$ cat config.mk
export PLATFORM = sky130hd
export DESIGN_NAME = subtractor_result_monitor
export DESIGN_NICKNAME = d
export VERILOG_FILES = /design/src/rtl/subtractor_result_monitor.sv
export SDC_FILE = /design/constraint.sdc
export NUM_CORES = 1
export LEC_CHECK = 0
export ABC_CLOCK_PERIOD_IN_PS = 3100
export BUFFER_PORTS_ARGS = -buffer_cell sky130_fd_sc_hd__buf_4
export CORE_MARGIN = 1.5
export CORE_UTILIZATION = 25
export CTS_BUF_LIST = sky130_fd_sc_hd__clkbuf_8
export CTS_CLUSTER_DIAMETER = 120
export CTS_CLUSTER_SIZE = 28
export DETAILED_ROUTE_END_ITERATION = 7
export PLACE_DENSITY_LB_ADDON = 0.12
export SYNTH_ARGS = -nofsm -noshare
export SYNTH_HDL_FRONTEND = slang
export SYNTH_SLANG_ARGS = --single-unit
$ cat constraint.sdc
create_clock -name clk -period 3.1 [get_ports clk]
set_clock_uncertainty 0.05 [all_clocks]
set_input_delay 0.155 -clock clk [delete_from_list [all_inputs] [get_ports clk]]
set_output_delay 0.155 -clock clk [all_outputs]
set_load 0.005 [all_outputs]
$ cat src/rtl/subtractor_result_monitor.sv
// Purpose: windowed observer of the subtractor result stream (first/last/min/max/wrap count).
// Latency: report valid the cycle after the final sample edge (WINDOW-1 edges after start).
// Backpressure: report held stable in REPORT until rpt_ready; no new window starts meanwhile.
module subtractor_result_monitor #(
   parameter int WINDOW = 16
) (
   input  logic       clk,
   input  logic       rst,
   input  logic       start,
   input  logic       abort,
   input  logic [7:0] result,
   output logic       busy,
   output logic       rpt_valid,
   input  logic       rpt_ready,
   output logic [7:0] rpt_first,
   output logic [7:0] rpt_last,
   output logic [7:0] rpt_min,
   output logic [7:0] rpt_max,
   output logic [7:0] rpt_wraps
);

   typedef enum logic [1:0] {
      S_IDLE   = 2'd0,
      S_RUN    = 2'd1,
      S_REPORT = 2'd2
   } state_t;

   // Index of the final sample; cnt holds the index of the sample captured next.
   localparam logic [7:0] LAST_IDX = 8'(WINDOW - 1);

   state_t     state_q, state_d;
   logic       busy_q, busy_d;
   logic       rpt_valid_q, rpt_valid_d;

   logic [7:0] first_q, first_d;
   logic [7:0] last_q, last_d;
   logic [7:0] min_q, min_d;
   logic [7:0] max_q, max_d;
   logic [7:0] prev_q, prev_d;
   logic [7:0] wraps_q, wraps_d;
   logic [7:0] cnt_q, cnt_d;

   logic [7:0] rpt_first_q, rpt_first_d;
   logic [7:0] rpt_last_q, rpt_last_d;
   logic [7:0] rpt_min_q, rpt_min_d;
   logic [7:0] rpt_max_q, rpt_max_d;
   logic [7:0] rpt_wraps_q, rpt_wraps_d;

   logic       accept_start;
   logic       run_step;
   logic       final_sample;
   logic       wrap_evt;
   logic [7:0] run_min;
   logic [7:0] run_max;
   logic [7:0] run_wraps;

   assign accept_start = (state_q == S_IDLE) && start && !abort;
   assign run_step     = (state_q == S_RUN) && !abort;
   assign final_sample = (cnt_q == LAST_IDX);

   // An upward step of a decreasing difference means it underflowed past zero.
   assign wrap_evt  = (result > prev_q);
   assign run_min   = (result < min_q) ? result : min_q;
   assign run_max   = (result > max_q) ? result : max_q;
   assign run_wraps = wraps_q + {7'd0, wrap_evt};

   // State register plus registered outputs derived from the next state.
   always_ff @(posedge clk or negedge rst) begin
      if (!rst) begin
         state_q     <= S_IDLE;
         busy_q      <= 1'b0;
         rpt_valid_q <= 1'b0;
      end else begin
         state_q     <= state_d;
         busy_q      <= busy_d;
         rpt_valid_q <= rpt_valid_d;
      end
   end

   // Next-state logic; abort beats both start and the final-sample transition.
   always_comb begin
      state_d = state_q;
      case (state_q)
         S_IDLE: begin
            if (start && !abort) state_d = S_RUN;
         end
         S_RUN: begin
            if (abort)             state_d = S_IDLE;
            else if (final_sample) state_d = S_REPORT;
         end
         S_REPORT: begin
            if (abort)          state_d = S_IDLE;
            else if (rpt_ready) state_d = S_IDLE;
         end
         default: state_d = S_IDLE;
      endcase
   end

   // Output decode from the next state so busy/rpt_valid come straight from flops.
   always_comb begin
      busy_d      = (state_d == S_RUN);
      rpt_valid_d = (state_d == S_REPORT);
   end

   // Window accumulators and report fields; the report loads on the final capture edge.
   always_comb begin
      first_d     = first_q;
      last_d      = last_q;
      min_d       = min_q;
      max_d       = max_q;
      prev_d      = prev_q;
      wraps_d     = wraps_q;
      cnt_d       = cnt_q;
      rpt_first_d = rpt_first_q;
      rpt_last_d  = rpt_last_q;
      rpt_min_d   = rpt_min_q;
      rpt_max_d   = rpt_max_q;
      rpt_wraps_d = rpt_wraps_q;
      if (accept_start) begin
         first_d = result;
         last_d  = result;
         min_d   = result;
         max_d   = result;
         prev_d  = result;
         wraps_d = 8'd0;
         cnt_d   = 8'd1;
      end else if (run_step) begin
         last_d  = result;
         prev_d  = result;
         min_d   = run_min;
         max_d   = run_max;
         wraps_d = run_wraps;
         cnt_d   = cnt_q + 8'd1;
         if (final_sample) begin
            rpt_first_d = first_q;
            rpt_last_d  = result;
            rpt_min_d   = run_min;
            rpt_max_d   = run_max;
            rpt_wraps_d = run_wraps;
         end
      end
   end

   // Datapath registers; reset clears everything including cnt and prev.
   always_ff @(posedge clk or negedge rst) begin
      if (!rst) begin
         first_q     <= 8'd0;
         last_q      <= 8'd0;
         min_q       <= 8'd0;
         max_q       <= 8'd0;
         prev_q      <= 8'd0;
         wraps_q     <= 8'd0;
         cnt_q       <= 8'd0;
         rpt_first_q <= 8'd0;
         rpt_last_q  <= 8'd0;
         rpt_min_q   <= 8'd0;
         rpt_max_q   <= 8'd0;
         rpt_wraps_q <= 8'd0;
      end else begin
         first_q     <= first_d;
         last_q      <= last_d;
         min_q       <= min_d;
         max_q       <= max_d;
         prev_q      <= prev_d;
         wraps_q     <= wraps_d;
         cnt_q       <= cnt_d;
         rpt_first_q <= rpt_first_d;
         rpt_last_q  <= rpt_last_d;
         rpt_min_q   <= rpt_min_d;
         rpt_max_q   <= rpt_max_d;
         rpt_wraps_q <= rpt_wraps_d;
      end
   end

   assign busy      = busy_q;
   assign rpt_valid = rpt_valid_q;
   assign rpt_first = rpt_first_q;
   assign rpt_last  = rpt_last_q;
   assign rpt_min   = rpt_min_q;
   assign rpt_max   = rpt_max_q;
   assign rpt_wraps = rpt_wraps_q;

endmodule

==> results.md <==
GRT:
- The global-route wire length before repair is 18900 um.
- The remaining global-route overflow is 0.
- Entering global routing, the biggest net connects 55 pins.
- The via count of the first global-routing pass is 3481.
- The initial antenna violation count was 0.
- For this run, the total global-route usage over all layers was measured as 12.5%.

Floorplan:
- The die is 139 um wide.
- Once the floorplan was initialized, standard cells occupied 25.5% of the core.
- The floorplan row count is 49.
- The region available for standard cell placement spans 18000 um2.
- The area enclosed by the die boundary is 19200 um2.
- The chip height is 139 um.
- The number of primary I/O pins is 55.

Timing:
- The number of setup violations in the final report is 0.
- The number of pins with negative max-slew slack in the final report is 0.
- Subtracting the final worst setup slack from the clock period gives 2720 ps.
- The worst relative slew slack is 48.5%.
- The final-layout setup total negative slack is 0 ps.
- The period utilization is 87.8%.
- The final-report hold violation count is 0.
- For the pin with the worst max-slew slack, the measured transition is 769 ps.
- The peak clock frequency supported by timing is 0.367 GHz.
- Setup repair after global routing left no endpoint under its margin.

Clocking:
- CTS built an H-tree with a depth of 3.
- For the worst-skew pair, the clock arrives at the later sink with an insertion delay of 380 ps.
- The root buffer cell is clkbuf_8.
- The post-cts hold buffer count is 4.
- The buffer depth of the longest clock path is 2.
- TritonCTS built the clock tree.
- The post-CTS setup buffer count is 0.
- The post-CTS resize count is 0.
- The TritonCTS buffer count is 9.
- The clock slew at the register clock pins of the worst setup and hold paths is 100 ps.
- The number of sinks driven by the clock tree is 92.

Detailed routing:
- Summing over every cut layer, the via total after detailed routing is 3422.
- The detailed-route wire length per cell is 15.3 um.
- The number of iterations in the first detailed-routing pass is 4.
- In the routed design, unresolved DRC markers number 0.
- The number of nets with antenna violations after detailed routing is 0.
- Using the TritonRoute via totals, the vias-per-cell ratio works out to 4.64.
- Summed over all layers, the routed wires come to 11300 um.
- The detailed router finished its first iteration with 149 violations.

Synthesis:
- Of the post-synthesis cell area, the dominant cell type holds 50.0%.
- Yosys attributes the largest share of cell area to dfrtp_1 (50%), ha_1 (7.1%), nand2_1 (6.9%), mux2_2 (5.6%), nand4_1 (2.9%).
- The post-synthesis net count is 483.
- The part of the Yosys area used for sequential elements is 50.0%.
- By count the netlist is led by dfrtp_1 (92), nand2_1 (85), ha_1 (26).
- The netlist area before placement is 4600 um2.
- The netlist uses 43 different library cells.
- The most area-hungry cell type in the Yosys netlist is dfrtp_1.
- The average cell area after synthesis is 10.4 um2.
- The count of flip-flops with a built-in enable after synthesis is 0.
- In the post-synthesis netlist, the cell with the most instances is dfrtp_1.
- For this run, the leading register cell type out of synthesis is dfrtp_1.
- The number of standard cells after synthesis is 444.
- The flip-flop and latch count after synthesis is 92.
- In the synthesized netlist the async set-or-reset flop fraction comes to 100%.
- The count of warnings emitted by yosys is 0.

Layout:
- In the final layout, flip-flops and latches occupy 2300 um2.
- The number of nets in the finished design is 542.
- The fraction of layout instances using a drive strength above 1 is 25.8%.
- The layout filler cell count is 1918.
- Summing all multi-input logic gate instances after layout gives 2080 um2.
- 0 antenna diodes ended up in the layout.
- Relative to the synthesized area, the layout overhead comes to 19.0%.
- The share of the core filled with cells in the final layout is 30.4%.

Pwr:
- The power density over cell area is 549 nW/um2.
- The total leakage power is 2.64 nW.
- The largest vdd supply drop is 0.198 mV.

Critical path:
- The most critical setup path has its endpoint at wraps_q[6].
- The worst setup path is captured at a flip-flop.
- Counting cells, the worst reg-to-reg path comes to 14.
- The worst setup path is launched from a flip-flop.
- The data required time of the worst path is 3320 ps.
- The worst register-to-register path begins at prev_q[1].
- The beginning of the critical path is prev_q[1].
- STA puts the critical path data arrival time at 2940 ps.
- The end of the worst register-to-register path is wraps_q[6].
- The worst setup path category is reg2reg.
- Setup slack on the worst reg-to-reg path comes out at 380 ps.
- The highest net fanout along the worst path is 4.

Place:
- During placement, the flow inserted port buffers numbering 54.
- The placer's final routability congestion estimate is 0.771.
- The HPWL reported at the end of detailed placement is 7610 um.

Flow run:
- The reported max-cap violation count is 0.

Worst hold path:
- The path class of the tightest hold or removal check is in2reg.
- The launch point of the worst hold path is result[0].

Outcome:
- The run finished with clean final reports.
## sequential cells by signal (all words and copies together) (netlist names)
register and cells:
state_q 2, busy 1, first_q 8, rpt_min 8, min_q 8, rpt_valid 1, rpt_last 8, max_q 8
rpt_first 8, prev_q 8, rpt_wraps 8, rpt_max 8, cnt_q 8, wraps_q 8
## worst min path at each step
stage / to / cells after the start
floorplan: busy / 0
global placement: wraps_q[7] / 1
detailed placement: rpt_wraps[6] / 1
CTS: max_q[0] / 3
global route: first_q[0] / 2
finish: min_q[0] / 2
## layout by cell type (no fill, tap or decap), types with 2 or more instances in the layout
cell type,instances
o41ai_1,2
clkbuf_8,11
xor2_1,6
nor3_1,3
nand3_1,5
clkinv_2,2
inv_1,23
mux2_2,23
nand2b_1,2
nor2_1,22
dlygate4sd3_1,4
o211ai_1,11
buf_4,66
o21ai_2,6
nor2b_1,3
a21oi_1,18
and2_1,2
o211ai_2,7
ha_1,26
o21ai_0,12
nand2_2,7
nand2_1,85
xnor2_1,6
nand4_1,21
a22o_1,3
dfrtp_1,92
mux2i_1,8
and3_1,2
o21ai_1,6
a22oi_1,8
## layout make-up
type	count	area share, %
sequential	92	42.0
multi-input combinational	307	38.0
timing repair buffer	70	9.77
tap	229	5.23
clock buffer	11	2.76
inverter	23	1.57
clock inverter	5	0.639
## power by group
| group | switching [mW] | leakage, nW | internal, mW |
|---|---|---|---|
| Combinational | 0.420 | 1.33 | 0.334 |
| Sequential | 0.115 | 1.21 | 1.35 |
| Clock | 0.457 | 0.0957 | 0.337 |
## critical path, stage by stage, from the launching register on
cell	delay, ps
dfrtp_1	350
inv_1	40
ha_1	280
nor2b_1	130
o211ai_1	90
a21oi_1	120
o21ai_0	100
a21oi_1	190
ha_1	210
ha_1	240
and3_1	260
and3_1	240
nor2_1	60
o21ai_0	180
o21ai_1	80
## layer usage
layer  track usage [%]  routed length (um)  vias up
met5                 0                   0        -
met4              5.43                 208        0
met3              2.24                 324       13
met2              19.8                5200       54
met1              16.7                5550     1698
li1                  -                   -     1657
## logic make-up after synthesis
kind of cell | after synthesis | synth area share, %
buf+inv | 45 | 4.84
simple gates | 159 | 16.4
xor+xnor | 12 | 2.28
compound gates | 79 | 12.0
mux | 31 | 7.36
flops | 92 | 50.0
fa+ha+maj | 26 | 7.07
## per-stage QoR
step	instance area, um2	total power [mW]	std cells	setup slack, ps	hold WS, ps
6_report	5480	3.01	737	378	49.8
4_1_cts	5480	3.07	737	400	21.8
3_5_place_dp	5260	2.24	717	431	232
2_1_floorplan	4600	2.00	444	685	-191
5_1_grt	5480	3.24	737	140	30.7
3_3_place_gp	5260	2.24	717	508	221
(Power assumes the default switching activity.)
